==> config.mk <==
export PLATFORM = sky130hd
export DESIGN_NAME = qm_minterm_scanner
export DESIGN_NICKNAME = d
export VERILOG_FILES = /design/src/rtl/qm_scan_pkg.sv /design/src/rtl/qm_cube_match.sv /design/src/rtl/qm_minterm_scanner.sv
export SDC_FILE = /design/constraint.sdc
export NUM_CORES = 1
export LEC_CHECK = 0
export BUFFER_PORTS_ARGS = -buffer_cell sky130_fd_sc_hd__clkbuf_2
export CELL_PAD_IN_SITES_DETAIL_PLACEMENT = 0
export CELL_PAD_IN_SITES_GLOBAL_PLACEMENT = 2
export CORE_MARGIN = 4
export CORE_UTILIZATION = 48
export CTS_CLUSTER_DIAMETER = 200
export DETAILED_ROUTE_END_ITERATION = 12
export PLACE_DENSITY_LB_ADDON = 0.1
export SLEW_MARGIN = 20
export SYNTH_ARGS = -nofsm -noshare
export SYNTH_HDL_FRONTEND = slang
export SYNTH_HIERARCHICAL = 1
export SYNTH_SLANG_ARGS = --single-unit
export TNS_END_PERCENT = 5
==> constraint.sdc <==
create_clock -name clk -period 6.8 [get_ports clk]
set_input_delay 1.36 -clock clk [delete_from_list [all_inputs] [get_ports clk]]
set_output_delay 1.36 -clock clk [all_outputs]
set_load 0.05 [all_outputs]
==> src/rtl/qm_scan_pkg.sv <==
// Shared types for the minterm scanner: cube table entry, FSM states and the cube hit test.
package qm_scan_pkg;

    localparam int unsigned CUBE_W = 16;

    typedef logic [CUBE_W-1:0] vec_t;

    // Fields are CUBE_W wide; narrower scanners zero-extend, and a zero mask bit ignores the field bit.
    typedef struct packed {
        vec_t mask;
        vec_t val;
        logic en;
        logic dc;
    } cube_t;

    typedef enum logic [1:0] {
        IDLE  = 2'd0,
        SCAN  = 2'd1,
        FLUSH = 2'd2,
        DONE  = 2'd3
    } state_t;

    function automatic logic cube_hit(input cube_t c, input vec_t v);
        return c.en && (((v ^ c.val) & c.mask) == '0);
    endfunction

endpackage

==> src/rtl/qm_cube_match.sv <==
// Combinational evaluation of the whole term table against one input vector.
module qm_cube_match
    import qm_scan_pkg::*;
#(
    parameter int unsigned N_TERMS = 16
) (
    input  cube_t terms_i [N_TERMS],
    input  vec_t  vec_i,
    output logic  on_hit_o,
    output logic  dc_hit_o
);

    always_comb begin
        on_hit_o = 1'b0;
        dc_hit_o = 1'b0;
        for (int i = 0; i < int'(N_TERMS); i++) begin
            if (cube_hit(terms_i[i], vec_i)) begin
                if (terms_i[i].dc) begin
                    dc_hit_o = 1'b1;
                end else begin
                    on_hit_o = 1'b1;
                end
            end
        end
    end

endmodule

==> src/rtl/qm_minterm_scanner.sv <==
// Sweeps all 2^N_IN input vectors and streams every ON-set minterm of a programmable SOP function.
// Define QM_DONTCARE_EN to add a don't-care set (load_dc in, m_dc out).
module qm_minterm_scanner
    import qm_scan_pkg::*;
#(
    parameter  int unsigned N_IN    = 13,
    parameter  int unsigned N_TERMS = 16,
    localparam int unsigned IDX_W   = (N_TERMS > 1) ? $clog2(N_TERMS) : 1
) (
    input  logic             clk,
    input  logic             rst_n,
    input  logic             load_valid,
    output logic             load_ready,
    input  logic [IDX_W-1:0] load_idx,
    input  logic [N_IN-1:0]  load_mask,
    input  logic [N_IN-1:0]  load_val,
    input  logic             load_en,
    input  logic             start,
    input  logic             abort,
    output logic             busy,
    output logic             done,
    output logic             m_valid,
    input  logic             m_ready,
    output logic [N_IN-1:0]  m_vec,
    output logic [N_IN:0]    m_count
`ifdef QM_DONTCARE_EN
    ,
    input  logic             load_dc,
    output logic             m_dc
`endif
);

    localparam int unsigned CNT_W = N_IN + 1;

    state_t            state_q, state_d;
    cube_t             table_q [N_TERMS];
    cube_t             table_d [N_TERMS];
    logic [N_IN-1:0]   vec_q, vec_d;
    logic [N_IN-1:0]   m_vec_q, m_vec_d;
    logic              m_valid_q, m_valid_d;
    logic [CNT_W-1:0]  m_count_q, m_count_d;
    logic              busy_q, busy_d;
    logic              done_q, done_d;
    logic              load_ready_q, load_ready_d;

    cube_t             load_cube;
    vec_t              vec_ext;
    logic              on_hit;
    logic              dc_hit;
    logic              emit;
    logic              hs;
    logic              stall;
    logic              count_ok;
    logic              last_vec;

`ifdef QM_DONTCARE_EN
    logic              m_dc_q, m_dc_d;
    assign count_ok = ~m_dc_q;
`else
    assign count_ok = 1'b1;
`endif

    assign vec_ext  = CUBE_W'(vec_q);
    assign emit     = on_hit | dc_hit;
    assign hs       = m_valid_q & m_ready;
    assign stall    = m_valid_q & ~m_ready;
    assign last_vec = (vec_q == '1);

    always_comb begin
        load_cube      = '0;
        load_cube.mask = CUBE_W'(load_mask);
        load_cube.val  = CUBE_W'(load_val);
        load_cube.en   = load_en;
`ifdef QM_DONTCARE_EN
        load_cube.dc   = load_dc;
`endif
    end

    qm_cube_match #(
        .N_TERMS (N_TERMS)
    ) u_match (
        .terms_i  (table_q),
        .vec_i    (vec_ext),
        .on_hit_o (on_hit),
        .dc_hit_o (dc_hit)
    );

    // Next-state and datapath: output register advances only when not stalled.
    always_comb begin
        state_d   = state_q;
        table_d   = table_q;
        vec_d     = vec_q;
        m_vec_d   = m_vec_q;
        m_valid_d = m_valid_q;
        m_count_d = m_count_q;
`ifdef QM_DONTCARE_EN
        m_dc_d    = m_dc_q;
`endif

        case (state_q)
            IDLE: begin
                if (load_valid) begin
                    for (int i = 0; i < int'(N_TERMS); i++) begin
                        if (load_idx == IDX_W'(i)) begin
                            table_d[i] = load_cube;
                        end
                    end
                end
                if (start) begin
                    state_d   = SCAN;
                    vec_d     = '0;
                    m_count_d = '0;
                    m_valid_d = 1'b0;
                end
            end
            SCAN: begin
                if (abort) begin
                    state_d   = IDLE;
                    m_valid_d = 1'b0;
                end else begin
                    if (hs && count_ok) begin
                        m_count_d = m_count_q + CNT_W'(1);
                    end
                    if (!stall) begin
                        m_valid_d = emit;
                        if (emit) begin
                            m_vec_d = vec_q;
`ifdef QM_DONTCARE_EN
                            m_dc_d  = ~on_hit;
`endif
                        end
                        if (last_vec) begin
                            state_d = FLUSH;
                        end else begin
                            vec_d = vec_q + N_IN'(1);
                        end
                    end
                end
            end
            FLUSH: begin
                if (abort) begin
                    state_d   = IDLE;
                    m_valid_d = 1'b0;
                end else begin
                    if (hs) begin
                        m_valid_d = 1'b0;
                        if (count_ok) begin
                            m_count_d = m_count_q + CNT_W'(1);
                        end
                    end
                    if (!m_valid_q) begin
                        state_d = DONE;
                    end
                end
            end
            DONE: begin
                state_d = IDLE;
            end
            default: begin
                state_d = IDLE;
            end
        endcase

        busy_d       = (state_d == SCAN) || (state_d == FLUSH);
        done_d       = (state_d == DONE);
        load_ready_d = (state_d == IDLE);
    end

    always_ff @(posedge clk or negedge rst_n) begin
        if (!rst_n) begin
            state_q      <= IDLE;
            for (int i = 0; i < int'(N_TERMS); i++) begin
                table_q[i] <= '0;
            end
            vec_q        <= '0;
            m_vec_q      <= '0;
            m_valid_q    <= 1'b0;
            m_count_q    <= '0;
            busy_q       <= 1'b0;
            done_q       <= 1'b0;
            load_ready_q <= 1'b1;
`ifdef QM_DONTCARE_EN
            m_dc_q       <= 1'b0;
`endif
        end else begin
            state_q      <= state_d;
            table_q      <= table_d;
            vec_q        <= vec_d;
            m_vec_q      <= m_vec_d;
            m_valid_q    <= m_valid_d;
            m_count_q    <= m_count_d;
            busy_q       <= busy_d;
            done_q       <= done_d;
            load_ready_q <= load_ready_d;
`ifdef QM_DONTCARE_EN
            m_dc_q       <= m_dc_d;
`endif
        end
    end

    assign load_ready = load_ready_q;
    assign busy       = busy_q;
    assign done       = done_q;
    assign m_valid    = m_valid_q;
    assign m_vec      = m_vec_q;
    assign m_count    = m_count_q;
`ifdef QM_DONTCARE_EN
    assign m_dc       = m_dc_q;
`endif

endmodule

==> impl_metrics.json, run 1 <==
{
  "ir_worst_vdd_uv": 267,
  "start_kind": "flop",
  "max-slew-margin-rel_pct": 28.6,
  "drc": 0,
  "finalSetupViolCount": 0,
  "grt_setup_unrepaired": "no",
  "fin_skew_ns": 0.0105,
  "synth_cell_type_count": 56,
  "critical_path_required_ns": 7.26,
  "critPathCaptureType": "flop",
  "syn_to_final_growth_pct": 12.3,
  "fmax_ghz": 0.245,
  "fin_util_pct": 54.7,
  "cts_root_buf": "clkbuf_16",
  "async_flop_share_pct": 100,
  "synth_flop_cell": "dfrtp_1",
  "critical_path_class": "reg -> reg",
  "p_leak_nw": 12.7,
  "grt_max_degree": 151,
  "drt_pass1_iterations": 5,
  "wl_per_cell_um": 23.0,
  "yosysSeqAreaShare_pct": 52.6,
  "worst_pin_slew_ns": 1.07,
  "cts.path.max_buffers": 3,
  "maxSlewViolCount": 0,
  "antenna_found_initial": 0,
  "cap_violations": 0,
  "finalWirelength_mm": 58.3,
  "cts_tree": "done",
  "ant_nets": 0,
  "fin_nets": 1936,
  "fin_setup_tns_ns": 0,
  "post_cts_buffers": 0,
  "gr-total-overflow": 0,
  "drive_gt1_share_pct": 33.5,
  "clk_latency_ns": 0.58,
  "grt_pass1_vias": 14267,
  "syn_area_sq_um": 22700,
  "mostFrequentLayoutCells": "477 x dfrtp_1, 441 x mux2_2, 260 x xor2_1",
  "hpwl_mm": 37.0,
  "die_w_um": 226,
  "synth_edf_count": 0,
  "power-per-cell-area_nw_per_um2": 393,
  "period_needed_ns": 4.09,
  "holdCritPathClass": "reg -> reg",
  "start_util_pct": 48.7,
  "die-area_sq_um": 50900,
  "clk_pin_slew_ns": 0.06,
  "numPortBuffers": 67,
  "layout_commonest_cell": "dfrtp_1",
  "cts_buffers": 52,
  "outcome": "complete, no violations",
  "cts_resized": 0,
  "grt_util_all_layers_pct": 23.3,
  "place_congestion": 0.793,
  "dieHeight_um": 226,
  "yosys_warnings": 6,
  "finalCritPeriodShare_pct": 60.1,
  "cts_sinks": 478,
  "cp_max_fo": 13,
  "ios": 68,
  "holdBufCountCts": 0,
  "vias": 13784,
  "finalHoldViolCount": 0,
  "drt_iter0_markers": 733,
  "rows": 79,
  "syn_area_per_cell_sq_um": 13.3,
  "vias_per_cell": 5.44,
  "synth_seq_cells": 478,
  "grt_pass1_wl_mm": 89.5,
  "synth_cells": 1714,
  "cts-htree-levels": 2,
  "worstPathArrival_ns": 4.55,
  "core-area_sq_um": 46700
}
## critical path, stage by stage, from the launching register on
cell and delay (ns):
dfrtp_1 1.05, xor2_1 0.15, a22oi_1 0.25, nand4_1 0.17
nor4_1 0.66, nor4_1 0.16, nand4_1 0.19, nor2_1 0.10
nor3_2 0.79, mux2_2 0.42
## metrics by stage
stage | power (W) | cells | hold WS [ns] | setup slack [ns] | area (sq um)
after CTS | 0.0101 | 2533 | 0.507 | 2.71 | 25500
after detailed placement | 0.00733 | 2447 | 0.494 | 2.72 | 23900
final | 0.0100 | 2535 | 0.505 | 2.71 | 25500
after floorplan | 0.00659 | 1844 | 0.459 | 3.96 | 23200
after global placement | 0.00722 | 2447 | 0.473 | 2.65 | 23900
after global routing | 0.0107 | 2533 | 0.510 | 2.48 | 25500
## final timing paths
kind                       slack [ns]  depth (start not counted)                     start                        to
max                              2.71                          9     vec_q[10]$_DFFE_PN0P_      m_vec[1]$_DFFE_PN0P_
min                              0.51                          1  table_q[125]$_DFFE_PN0P_  table_q[125]$_DFFE_PN0P_
max reg2reg                      2.71                          9     vec_q[10]$_DFFE_PN0P_      m_vec[1]$_DFFE_PN0P_
min reg2reg                      0.51                          1  table_q[125]$_DFFE_PN0P_  table_q[125]$_DFFE_PN0P_
max in group asynchronous        4.52                          2                     rst_n  table_q[481]$_DFFE_PN0P_
min in group asynchronous        0.82                          1                     rst_n  table_q[123]$_DFFE_PN0P_
## routing by layer
metal  routed length [um]  vias up  GRT usage [%]
met5                    0        -              0
met3                 1750       78           3.26
met4                 1330        0           6.28
met2                27300      173           37.5
li1                     -     6336              -
met1                27900     7197           33.5
## synthesized netlist by cell type, types with 6 or more instances
library cell  count  area [sq um]
nor2_2            9          56.3
mux2_2          441          4970
dfrtp_1         477         11900
o31ai_1           6          45.0
a211o_1           9          78.8
inv_1            21          78.8
xor2_1          260          2280
buf_2            32           160
nor2_1           17          63.8
nor4_1           34           213
buf_4            12          90.1
nand2b_1          8          50.1
nand3_1          12          60.1
a22oi_1         108           811
o21ai_0           9          45.0
clkbuf_1         34           128
buf_6            20           225
a21o_1            7          52.6
a21oi_1           6          30.0
nand4_1          38           238
nor3_1           12          60.1
nand2_1          67           251
## where the power goes
group | leakage, nW | total, W | internal (W) | switching, W
clock | 0.815 | 0.00275 | 0.00163 | 0.00112
combinational | 5.81 | 0.00266 | 0.00137 | 0.00128
sequential | 6.13 | 0.00463 | 0.00396 | 0.000666
## cell type report
cell class	count	area (sq um)
antenna	2	5.00
clock buffer	73	1500
inverter	21	78.8
tap	607	759
sequential	478	12000
timing repair buffer	102	633
clock inverter	13	143
fill	4020	21100
multi-input combinational	1239	10400
## kinds of logic (layout without fill, tap and decap cells)
group	count (synthesis)	after routing	share of synthesized area (%)
other	1	133	0.0165
DFF	478	478	52.6
buffers and inverters	127	209	3.59
muxes	447	447	22.1
and+or+nand+nor	223	223	5.31
xor gates and xnor gates	267	267	10.4
adders and majority gates	5	5	0.275
AOI/OAI and AO/OA	166	166	5.70
## flip-flops by register name, indices dropped and copies added (netlist names)
register,count
m_count,14
done,1
busy,1
load_ready,1
table_q,432
vec_q,13
state_q,2
m_vec,13
m_valid,1
No activity file was read; power rests on OpenSTA's default activity.
==> run 2: changes to the inputs <==
--- a/config.mk
+++ b/config.mk
@@ -9,7 +9,7 @@
 export CELL_PAD_IN_SITES_DETAIL_PLACEMENT = 0
 export CELL_PAD_IN_SITES_GLOBAL_PLACEMENT = 2
 export CORE_MARGIN = 4
-export CORE_UTILIZATION = 48
+export CORE_UTILIZATION = 45
 export CTS_CLUSTER_DIAMETER = 200
 export DETAILED_ROUTE_END_ITERATION = 12
 export PLACE_DENSITY_LB_ADDON = 0.1
==> constraint.sdc (replaced) <==
create_clock -name clk -period 4.18 [get_ports clk]
set_input_delay 0.836 -clock clk [delete_from_list [all_inputs] [get_ports clk]]
set_output_delay 0.836 -clock clk [all_outputs]
set_load 0.05 [all_outputs]
==> run 2 against run 1 <==
  * Clock skew up 0.0091 ns
  * Power is 66% higher
  * Critical path depth increased by 2
  * Sequential power increased by 62%
  * Largest power group unchanged
==> impl_metrics.json, run 2 (synthesized netlist as in run 1, its figures left out) <==
{
  "fmax_ghz": 0.277,
  "p_leak_nw": 12.9,
  "start_kind": "flop",
  "fin_util_pct": 51.7,
  "wl_per_cell_um": 23.1,
  "maxSlewViolCount": 0,
  "r2r_start": "vec_q[8]$_DFFE_PN0P_",
  "critPathCaptureType": "flop",
  "cts_resized": 0,
  "place_congestion": 0.796,
  "startpoint": "vec_q[8]$_DFFE_PN0P_",
  "cts_sinks": 478,
  "drive_gt1_share_pct": 34.4,
  "p_sw_w": 0.00517,
  "cts_root_buf": "clkbuf_16",
  "critical_path_required_ns": 4.66,
  "met2_usage_pct": 37.3,
  "clk_pin_slew_ns": 0.06,
  "holdWs_ns": 0.314,
  "max-slew-margin-rel_pct": 36.4,
  "grtUsageMet1_pct": 32.6,
  "layout_commonest_cell": "dfrtp_1",
  "numPortBuffers": 67,
  "post_cts_buffers": 0,
  "grt_max_degree": 95,
  "finalPower_w": 0.0167,
  "period_needed_ns": 3.60,
  "fin_setup_tns_ns": 0,
  "hpwl_mm": 39.3,
  "grt_pass1_vias": 14438,
  "finalWirelength_mm": 60.6,
  "drt_iter0_markers": 779,
  "drt_pass1_iterations": 4,
  "ant_nets": 0,
  "cts.path.max_buffers": 3,
  "grt_use_met3_pct": 2.36,
  "holdBufCountCts": 0,
  "p_clk_share_pct": 28.2,
  "top_register": "table_q",
  "rows": 82,
  "die_w_um": 233,
  "holdCritPathClass": "in -> async",
  "p_comb_share_pct": 26.7,
  "dieHeight_um": 233,
  "start_util_pct": 45.4,
  "fin_skew_ns": 0.0196,
  "cp_max_fo": 13,
  "outcome": "complete, no violations",
  "crit_path_max_incr_delay_ns": 0.96,
  "p_int_w": 0.0115,
  "top_usage_layer": "met2",
  "finalSetupViolCount": 0,
  "cap_violations": 0,
  "die-area_sq_um": 54200,
  "mostFrequentLayoutCells": "477 x dfrtp_1, 441 x mux2_2, 260 x xor2_1",
  "finalCritPeriodShare_pct": 86.2,
  "drc": 0,
  "grt_pass1_wl_mm": 92.3,
  "critPathBufInv": 2,
  "clk_latency_ns": 0.60,
  "cts-htree-levels": 2,
  "grt_util_all_layers_pct": 22.7,
  "cts_buffers": 53,
  "syn_to_final_growth_pct": 13.9,
  "core-area_sq_um": 50100,
  "worst_pin_slew_ns": 0.954,
  "fillers": 4515,
  "largest_reg_flops": 432,
  "fin_nets": 1953,
  "critical_path_class": "reg -> reg",
  "grt_setup_unrepaired": "no",
  "worstPathArrival_ns": 4.09,
  "crit_slowest_cell": "dfrtp_1",
  "vias_per_cell": 5.31,
  "vias": 13931,
  "finalHoldViolCount": 0,
  "switching_share_pct": 31.0,
  "cp_top_family": "simple AND/OR/NAND/NOR gates",
  "power-per-cell-area_nw_per_um2": 644,
  "ios": 68,
  "gr-total-overflow": 0,
  "cts_tree": "done",
  "path_cells": "buf_4 > xor2_1 > a22oi_1 > nand4_1 > nor4_1 > nor4_1 > nand4_1 > nor2_1 > nor3_2 > buf_4 > mux2_2",
  "pwr-share-seq_pct": 45.1,
  "antenna_found_initial": 1,
  "ir_worst_vdd_uv": 360
}
[run 2: path summary, 6_finish.rpt]
kind	endpoint	slack [ns]	depth (start not counted)
min	table_q[379]$_DFFE_PN0P_	0.31	1
max in group asynchronous	load_ready$_DFF_PN1_	2.97	2
max reg2reg	m_vec[9]$_DFFE_PN0P_	0.58	11
max	m_vec[9]$_DFFE_PN0P_	0.58	11
min reg2reg	table_q[432]$_DFFE_PN0P_	0.48	1
min in group clk	table_q[432]$_DFFE_PN0P_	0.48	1
[run 2: cell type report]
cell class	instances	area (sq um)	area share [%]
clock inverter	15	129	0.498
antenna	1	2.50	0.00966
multi-input combinational	1239	10400	40.3
clock buffer	82	1640	6.32
tap	672	841	3.25
inverter	21	78.8	0.304
timing repair buffer	118	803	3.10
sequential	478	12000	46.2
[run 2: power groups by stage]
stage | clock, W | combinational (W) | sequential [W]
floorplan | 0 | 0.00328 | 0.00744
global placement | 0 | 0.00436 | 0.00753
detailed placement | 0 | 0.00446 | 0.00760
CTS | 0.00485 | 0.00447 | 0.00752
global route | 0.00501 | 0.00488 | 0.00775
finish | 0.00471 | 0.00445 | 0.00752
[run 2: per-layer routing]
metal  part of all wire, %  vias up  wire, um
li1                      -     6374         -
met1                    48     7315     28900
met2                    48      165     29000
met3                   2.3       77      1380
met4                   2.1        0      1300
met5                     0        -         0
[run 2: stage by stage]
stage | cell area [sq um] | setup WS (ns) | instances
final | 25900 | 0.575 | 2626
after global routing | 25900 | 0.492 | 2625
after CTS | 25900 | 0.621 | 2625
after detailed placement | 24100 | 0.647 | 2528
after global placement | 24100 | 0.663 | 2528
after floorplan | 23200 | 1.50 | 1844
